`config.mk`:
```
export PLATFORM = sky130hd
export DESIGN_NAME = temp_poller_flat
export DESIGN_NICKNAME = d
export VERILOG_FILES = /design/src/rtl/temp_poller_if.sv /design/src/rtl/temp_poller.sv /design/src/flat_wrapper.sv
export SDC_FILE = /design/constraint.sdc
export NUM_CORES = 1
export LEC_CHECK = 0
export BUFFER_PORTS_ARGS = -buffer_cell sky130_fd_sc_hd__buf_2
export CORE_ASPECT_RATIO = 1.5
export CORE_UTILIZATION = 34
export DETAILED_ROUTE_END_ITERATION = 6
export SKIP_CTS_REPAIR_TIMING = 1
export SLEW_MARGIN = 20
export SYNTH_ARGS = -nofsm -noshare
export SYNTH_HDL_FRONTEND = slang
export SYNTH_SLANG_ARGS = --single-unit
```
`constraint.sdc`:
```
create_clock -name clk -period 3.8 [get_ports clk]
set_input_delay 0.19 -clock clk [delete_from_list [all_inputs] [get_ports clk]]
set_output_delay 0.19 -clock clk [all_outputs]
set_load 0.01 [all_outputs]
```
`src/rtl/temp_poller_if.sv`:
```
// ----------------------------------------------------------------------------
// temp_poller_if
//   Request/acknowledge bus between the temperature poller (initiator) and
//   the four temperature sensors (responders).
//
//   sns_req   initiator -> sensor  request to the selected sensor
//   sns_sel   initiator -> sensor  sensor index 0..3, stable while sns_req=1
//   sns_ack   sensor -> initiator  response strobe, meaningful only with sns_req
//   sns_data  sensor -> initiator  reading, qualified by sns_ack
// ----------------------------------------------------------------------------
interface temp_poller_if #(
    parameter int unsigned W = 16
);
    logic         sns_req;
    logic [1:0]   sns_sel;
    logic         sns_ack;
    logic [W-1:0] sns_data;

    modport master (
        output sns_req,
        output sns_sel,
        input  sns_ack,
        input  sns_data
    );

    modport slave (
        input  sns_req,
        input  sns_sel,
        output sns_ack,
        output sns_data
    );
endinterface

```
`src/rtl/temp_poller.sv`:
```
// ----------------------------------------------------------------------------
// temp_poller
//   Polls four temperature sensors round-robin over a req/ack bus, collects
//   one reading per sensor into shadow registers and commits all four to
//   temp1..temp4 together with a one-cycle temps_valid pulse. A sensor that
//   does not answer within TIMEOUT wait cycles is flagged in sns_fault and
//   keeps its last good reading, so the downstream comparator never stalls.
//
// Ports
//   clk          in   system clock, rising edge
//   _rst         in   synchronous reset, active-low
//   enable       in   run polling rounds (looked at only in IDLE and GAP)
//   sns          --   sensor bus, master side (req/sel out, ack/data in)
//   temp1..temp4 out  committed readings of sensors 0..3
//   temps_valid  out  one-cycle pulse while a newly committed frame is shown
//   sns_fault    out  bit i = sensor i timed out on its latest poll
// ----------------------------------------------------------------------------
module temp_poller #(
    parameter int unsigned W        = 16,
    parameter int unsigned TIMEOUT  = 255,
    parameter int unsigned POLL_GAP = 1000
) (
    input  logic          clk,
    input  logic          _rst,
    input  logic          enable,
    temp_poller_if.master sns,
    output logic [W-1:0]  temp1,
    output logic [W-1:0]  temp2,
    output logic [W-1:0]  temp3,
    output logic [W-1:0]  temp4,
    output logic          temps_valid,
    output logic [3:0]    sns_fault
);

    typedef enum logic [2:0] {
        S_IDLE   = 3'd0,
        S_REQ    = 3'd1,
        S_WAIT   = 3'd2,
        S_NEXT   = 3'd3,
        S_COMMIT = 3'd4,
        S_GAP    = 3'd5
    } state_t;

    // Last wait-counter value before the channel is declared dead.
    localparam logic [15:0] WAIT_LAST = 16'(TIMEOUT - 1);
    // Last gap-counter value; unused when POLL_GAP is 0.
    localparam logic [31:0] GAP_LAST  = (POLL_GAP > 0) ? 32'(POLL_GAP - 1) : 32'd0;

    state_t              state_q,  state_d;
    logic [1:0]          sel_q,    sel_d;
    logic [15:0]         wcnt_q,   wcnt_d;
    logic [31:0]         gcnt_q,   gcnt_d;
    logic [3:0][W-1:0]   shadow_q, shadow_d;
    logic [3:0][W-1:0]   temp_q,   temp_d;
    logic [3:0]          fault_q,  fault_d;

    // State and datapath registers.
    always_ff @(posedge clk) begin
        if (!_rst) begin
            state_q  <= S_IDLE;
            sel_q    <= 2'd0;
            wcnt_q   <= 16'd0;
            gcnt_q   <= 32'd0;
            shadow_q <= '0;
            temp_q   <= '0;
            fault_q  <= 4'd0;
        end else begin
            state_q  <= state_d;
            sel_q    <= sel_d;
            wcnt_q   <= wcnt_d;
            gcnt_q   <= gcnt_d;
            shadow_q <= shadow_d;
            temp_q   <= temp_d;
            fault_q  <= fault_d;
        end
    end

    // Next-state and next-datapath logic.
    always_comb begin
        state_d  = state_q;
        sel_d    = sel_q;
        wcnt_d   = wcnt_q;
        gcnt_d   = gcnt_q;
        shadow_d = shadow_q;
        temp_d   = temp_q;
        fault_d  = fault_q;

        unique case (state_q)
            S_IDLE: begin
                if (enable) begin
                    sel_d   = 2'd0;
                    state_d = S_REQ;
                end
            end
            S_REQ: begin
                wcnt_d  = 16'd0;
                state_d = S_WAIT;
            end
            S_WAIT: begin
                // An ack on the timeout cycle still counts as a good read.
                if (sns.sns_ack) begin
                    shadow_d[sel_q] = sns.sns_data;
                    fault_d[sel_q]  = 1'b0;
                    state_d         = S_NEXT;
                end else if (wcnt_q == WAIT_LAST) begin
                    // Shadow keeps the last good reading of a dead sensor.
                    fault_d[sel_q] = 1'b1;
                    state_d        = S_NEXT;
                end else begin
                    wcnt_d = wcnt_q + 16'd1;
                end
            end
            S_NEXT: begin
                if (sel_q != 2'd3) begin
                    sel_d   = sel_q + 2'd1;
                    state_d = S_REQ;
                end else begin
                    // Load all four outputs at once so the frame is coherent.
                    temp_d  = shadow_q;
                    state_d = S_COMMIT;
                end
            end
            S_COMMIT: begin
                sel_d  = 2'd0;
                gcnt_d = 32'd0;
                if (POLL_GAP > 0)
                    state_d = S_GAP;
                else
                    state_d = enable ? S_REQ : S_IDLE;
            end
            S_GAP: begin
                if (gcnt_q == GAP_LAST)
                    state_d = enable ? S_REQ : S_IDLE;
                else
                    gcnt_d = gcnt_q + 32'd1;
            end
            default: state_d = S_IDLE;
        endcase
    end

    // Outputs decoded from registered state; req is high through REQ and WAIT
    // only, which guarantees a low cycle (NEXT) between transactions.
    always_comb begin
        sns.sns_req = (state_q == S_REQ) || (state_q == S_WAIT);
        sns.sns_sel = sel_q;
        temps_valid = (state_q == S_COMMIT);
        temp1       = temp_q[0];
        temp2       = temp_q[1];
        temp3       = temp_q[2];
        temp4       = temp_q[3];
        sns_fault   = fault_q;
    end

endmodule

```
`src/flat_wrapper.sv`:
```
// flat-port wrapper written by rule: the top's interface ports become plain ports
module temp_poller_flat 
#(
    parameter int unsigned W        = 16,
    parameter int unsigned TIMEOUT  = 255,
    parameter int unsigned POLL_GAP = 1000
)
  (clk, _rst, enable, temp1, temp2, temp3, temp4, temps_valid, sns_fault, sns_sns_req, sns_sns_sel, sns_sns_ack, sns_sns_data);
  temp_poller_if #(.W(W)) sns_i ();
  input  logic clk;
  input  logic _rst;
  input  logic enable;
  output logic [W-1:0] temp1;
  output logic [W-1:0] temp2;
  output logic [W-1:0] temp3;
  output logic [W-1:0] temp4;
  output logic temps_valid;
  output logic [3:0] sns_fault;
  output wire logic [$bits(sns_i.sns_req)-1:0] sns_sns_req;
  output wire logic [$bits(sns_i.sns_sel)-1:0] sns_sns_sel;
  input wire logic [$bits(sns_i.sns_ack)-1:0] sns_sns_ack;
  input wire logic [$bits(sns_i.sns_data)-1:0] sns_sns_data;
  assign sns_sns_req = sns_i.sns_req;
  assign sns_sns_sel = sns_i.sns_sel;
  assign sns_i.sns_ack = sns_sns_ack;
  assign sns_i.sns_data = sns_sns_data;
  temp_poller #(.W(W), .TIMEOUT(TIMEOUT), .POLL_GAP(POLL_GAP)) u_core (.clk(clk), ._rst(_rst), .enable(enable), .sns(sns_i), .temp1(temp1), .temp2(temp2), .temp3(temp3), .temp4(temp4), .temps_valid(temps_valid), .sns_fault(sns_fault));
endmodule
```
## After elaboration in Yosys (flattened, before gate mapping)

Cells that the tools add are included.

- Flip-flop bits (word level): 185
- Input port bits: 20
- Output and inout bits: 72
- Logic and storage cells: 73

- $add $sub $neg: 3
- $lt $le $gt $ge: 2
- Equal/unequal tests: 15
- Muxes and demuxes: 22
- Bitwise logic cells: 4
- Reduce and logical (&&, ||, !) cells: 14

Operators with widths:

| kind | count |
|---|---|
| 64-bit bitwise mux | 1 |
| 32-bit one-hot mux with 2 select lines | 1 |
| 16-bit 2-to-1 mux | 3 |
| 32-bit by 1-bit adder with 32-bit output (second input constant) | 1 |
| 16-bit demux with 2-bit select | 1 |
| 32-bit by 10-bit equality test with 1-bit output (second input constant) | 1 |
| 32-bit 2-to-1 mux | 1 |
| 16-bit one-hot mux with 2 select lines | 1 |
| 3-bit one-hot mux with 6 select lines | 1 |
| 16-bit by 1-bit adder with 16-bit output (second input constant) | 1 |
| 16-bit by 8-bit equality test with 1-bit output (second input constant) | 1 |
| 3-bit 2-to-1 mux | 5 |
| 2-bit inequality test (second input constant) | 5 |
| 3-bit AND reduction | 3 |
| 4-bit 2-to-1 mux | 2 |
| 2-bit AND reduction | 4 |
| 3-bit by 2-bit equality test with 1-bit output (second input constant) | 2 |
| 3-bit equality test (second input constant) | 2 |
| 2-bit one-hot mux with 3 select lines | 1 |
| 2-bit nonzero test | 3 |
| 4-bit AND | 1 |
| 2-bit 2-to-1 mux | 2 |
| 2-bit by 1-bit inequality test with 1-bit output (second input constant) | 2 |
| 4-bit inverter | 1 |
| 13 further kinds | 14 |

## Depth between registers and ports, before layout

- Depth in word-level cells: 7
- Gate-level depth with buffers: 8
- Mapped depth without buffers: 7

## Least setup slack after synthesis

Ideal clock, no wire load.

- Kind: reg2reg
- Start: register u_core.gcnt_q[0]
- End: register u_core.gcnt_q[30]
- Library setup time: 0.120 ns
- Data arrival time: 1.744 ns
- Required time: 3.680 ns
- Path slack: 1.936 ns
- Cell stages (with the launch flop): 7
- Path buffers: 0
- Clock period less this slack: 1.864 ns
- Path through: dfxtp_1 ha_1 nand3_1 nor4_4 nand3_1 o211a_1 a211o_1

- Cells in the longest elaborated chain, start to end: 3
- Elaborated cells on any way between the ends: 6
- Those cells by class: 1 x add/sub; 2 x eq/ne; 2 x mux; 1 x reduce/logical

Ends and longest elaborated chain:

| what | RTL line | text |
|---|---|---|
| start, declared | temp_poller.sv:52 | `logic [31:0] gcnt_q, gcnt_d;` |
| start signal, assigned | temp_poller.sv:71 | `gcnt_q <= gcnt_d;` |
| 32-bit by 1-bit adder with 32-bit output or 32-bit by 10-bit equality test with 1-bit output (tied branches) | temp_poller.sv:135, temp_poller.sv:132 |  |
| 32-bit 2-to-1 mux or 2-bit inequality test (tied branches) | -- |  |
| 32-bit one-hot mux with 2 select lines or 2-bit AND reduction (tied branches) | -- |  |

Parallel ways exist; a longest one is shown, timed or not. The select of a mux whose other input is x is not followed.
A chain may end at the register's enable or synchronous reset.

## Worst setup path in the final report

- Start: register u_core.state_q[2]
- End: register u_core.gcnt_q[24]

- Cells in the longest elaborated chain, start to end: 3
- Elaborated cells on any way between the ends: 6
- Those cells by class: 3 x eq/ne; 1 x mux; 2 x reduce/logical

Ends and longest elaborated chain:

| what | RTL line | text |
|---|---|---|
| start, declared | temp_poller.sv:49 | `state_t state_q, state_d;` |
| start signal, assigned | temp_poller.sv:68 | `state_q <= state_d;` |
| 3-bit equality test | temp_poller.sv:88 | `unique case (state_q)` |
| 2-bit inequality test (no line) or 2-bit nonzero test (tied branches) | -- |  |
| 2-bit AND reduction (no line) | -- |  |

Parallel ways exist; a longest one is shown, timed or not.

==> out/qor.txt <==
Status: finished with violations
Failing checks: DRC
Hold Path Class: in -> reg
Finish-stage setup viols: 0
Dpl hpwl: 14300 um
Post-synth EDFFs: 0
Fin Setup TNS: 0 ns
Initial Util: 34.7%
Util after Layout: 40.0%
Nets: 1059
Worst relative slew slack: 36.2%
Commonest cells in the netlist: nand2_1 (294), dfxtp_1 (185), a21oi_1 (152)
Initial antenna violation count: 0
RSZ-0062 raised after global routing: false
Largest net degree at the start of global routing: 106
Non-filler instance count after layout: 1321
Top_reg_cell synth: dfxtp_1
R2r endpoint: u_core.gcnt_q[24]
Post-Route WL: 21000 um
Maxcap violations: 0
Slew Viols, Final: 0
Fmax: 416 MHz
Leak pwr: 3.23 nW
I/O Buffers: 91
Worst Path Buf+Inv: 0
Placer congestion estimate: 0.846
CTS Buf Count: 17
Vias in the first global route: 6459
Wirelength per Cell: 15.9 um
Clk sinks: 185
R2r setup slk: 1.40 ns
Final clock skew: 0.00638 ns
Syn avg cell area: 7.91 um^2
# H-tree levels: 4
DR iter-0 viols: 584
DR pass1 iterations: 7
Die Height: 187 um
Number of cells on the worst hold path: 3
N_diodes: 0
CP endpoint kind: flip-flop
Critical Path, Cell by Cell: or2b_2, a41o_1, and2_1, a221o_1
Path depth of the worst reg2reg path: 4
Congestion Overflow GR: 0
Clock transition at the registers of the reported paths: 0.07 ns
Slew at the pin closest to its max-slew limit: 0.947 ns
Worst R2R Start: u_core.state_q[2]
Routed via count: 7064
Syn Inst Count: 977
CP max stage delay: 0.63 ns
Most frequent cell after synthesis: nand2_1
DR DRC count: 26
Die area: 0.0234 mm^2
Synth cell types: 65
Hold EP: u_core.shadow_q[47]
Vias/cell: 5.35
Ports: 92
Synth Net Count: 1004
Die Width: 125 um
Final Critical Period: 2.40 ns
Top post-synthesis cells by area: dfxtp_1 (48%), nand2_1 (14%), a21oi_1 (9.8%)
Slowest-stage cell, CP: dfxtp_1
Synth async-reset ratio: 0%
Peak fanout along the critical path: 17
Final Hold Fails: 0
Post-synth top area share: 47.9%
CP delay by family, top: simple AND/OR/NAND/NOR gates
CTS tree: done
Inst Count DP: 1289
Critical Setup Path Class: reg -> reg
Synthesized area: 0.00773 mm^2
Period utilization: 63.2%
First-pass GRT wire length: 33900 um
CP Launch Type: flip-flop
Worst EP arrival: 2.73 ns
Worst vdd ir: 0.345 mV
Row count: 67
Clock Latency Late Sink: 0.44 ns
Pwr Density: 454 mW/mm^2
ANT nets after route: 0
Fin Hold WS: 0.0444 ns
Seq cells post-synth: 185
Post-synthesis sequential area ratio: 47.9%
Fraction of layout cells with a size suffix above 1: 14.4%
Layout Area Growth over Synthesis: 15.3%
Max clock buf depth: 2
Core box area: 0.0223 mm^2
Hold_sp: sns_sns_data[15]
Crit path required time: 4.12 ns
GRT Total Usage: 18.4%
Ys Warns: 0
Yosys top cell by area: dfxtp_1
Root Driver: clkbuf_16
Fillers: 2312
-- layout make-up --
cell class	count	area, um^2	area share [%]
Sequential cell	185	3700	41.5
Multi-Input combinational cell	721	3700	41.5
Timing Repair Buffer	100	536	6.01
Clock buffer	22	484	5.43
Tap cell	276	345	3.87
Clock inverter	10	118	1.32
Inverter	7	28.8	0.323
-- worst max path at each step --
| stage | start | end | slack [ns] | depth (start not counted) |
|---|---|---|---|---|
| global placement | u_core.state_q[2] | u_core.gcnt_q[28] | 1.48 | 4 |
| global route | u_core.state_q[2] | u_core.gcnt_q[24] | 1.27 | 4 |
| floorplan | u_core.gcnt_q[0] | u_core.gcnt_q[30] | 1.94 | 6 |
| detailed placement | u_core.state_q[2] | u_core.gcnt_q[24] | 1.42 | 4 |
| finish | u_core.state_q[2] | u_core.gcnt_q[24] | 1.40 | 4 |
| CTS | u_core.state_q[2] | u_core.gcnt_q[24] | 1.41 | 4 |
-- power breakdown --
part           internal (W)  switching [W]  total [W]
Sequential          0.00196      0.0000211    0.00198
Combinational     0.0000679       0.000192   0.000260
Clock               0.00104       0.000765    0.00180
-- sequential cells by signal (all words and copies together), names as in the netlist, named ones only --
name and flops:
u_core.temp3 16, u_core.shadow_q 64, u_core.temp1 16, u_core.temp2 16
u_core.sns.sns_sel 2, u_core.state_q 3, u_core.temp4 16, u_core.wcnt_q 16
u_core.gcnt_q 32
-- routing by layer --
layer / global-route usage, % / part of all wire (%) / vias to the layer above
met2: 31.9 / 50 / 196
met4: 9.43 / 3.3 / 0
met1: 21.3 / 42 / 3321
met3: 3.53 / 4.6 / 40
met5: 0 / 0 / -
li1: - / - / 3507
-- logic make-up after synthesis --
| group | share of synthesized area [%] |
|---|---|
| AND/OR/NAND/NOR | 28.6 |
| AO/OA/AOI/OAI | 17.3 |
| flip-flops | 47.9 |
| buffers and inverters | 4.35 |
| adder cells (fa/ha/maj) | 1.13 |
| multiplexers | 0.405 |
| XOR/XNOR | 0.227 |
-- tightest hold or removal path, delay by kind of cell --
kind,cells,cell delay (ns)
AO/OA/AOI/OAI,1,0.05
buffers and inverters,1,0.14
AND/OR/NAND/NOR,1,0.06
-- layout by cell type, fill, tap and decap left out, types with 3 or more instances in the layout --
master	count
a211o_1	8
a21oi_1	152
a221o_1	3
a31oi_1	15
and2_1	4
and3_1	17
and3_2	3
and4_1	3
buf_2	91
buf_4	8
clkbuf_16	17
clkbuf_8	4
clkinvlp_4	4
dfxtp_1	185
ha_1	7
inv_1	5
nand2_1	294
nand2b_1	5
nand3_1	31
nand3b_1	3
nand4_1	15
nor2_1	30
nor3_1	23
nor4_1	13
o211a_1	3
o211ai_1	11
o21ai_0	18
o31ai_1	5
or3_1	6
or4_1	6
-- per-stage QoR --
step	total power [W]	worst slack (ns)	cell area [um^2]
2_1_floorplan	0.00219	1.94	7730
3_3_place_gp	0.00228	1.48	8310
3_5_place_dp	0.00228	1.42	8310
4_1_cts	0.00409	1.41	8910
5_1_grt	0.00420	1.27	8910
6_report	0.00404	1.40	8910
(Power assumes the default switching activity.)
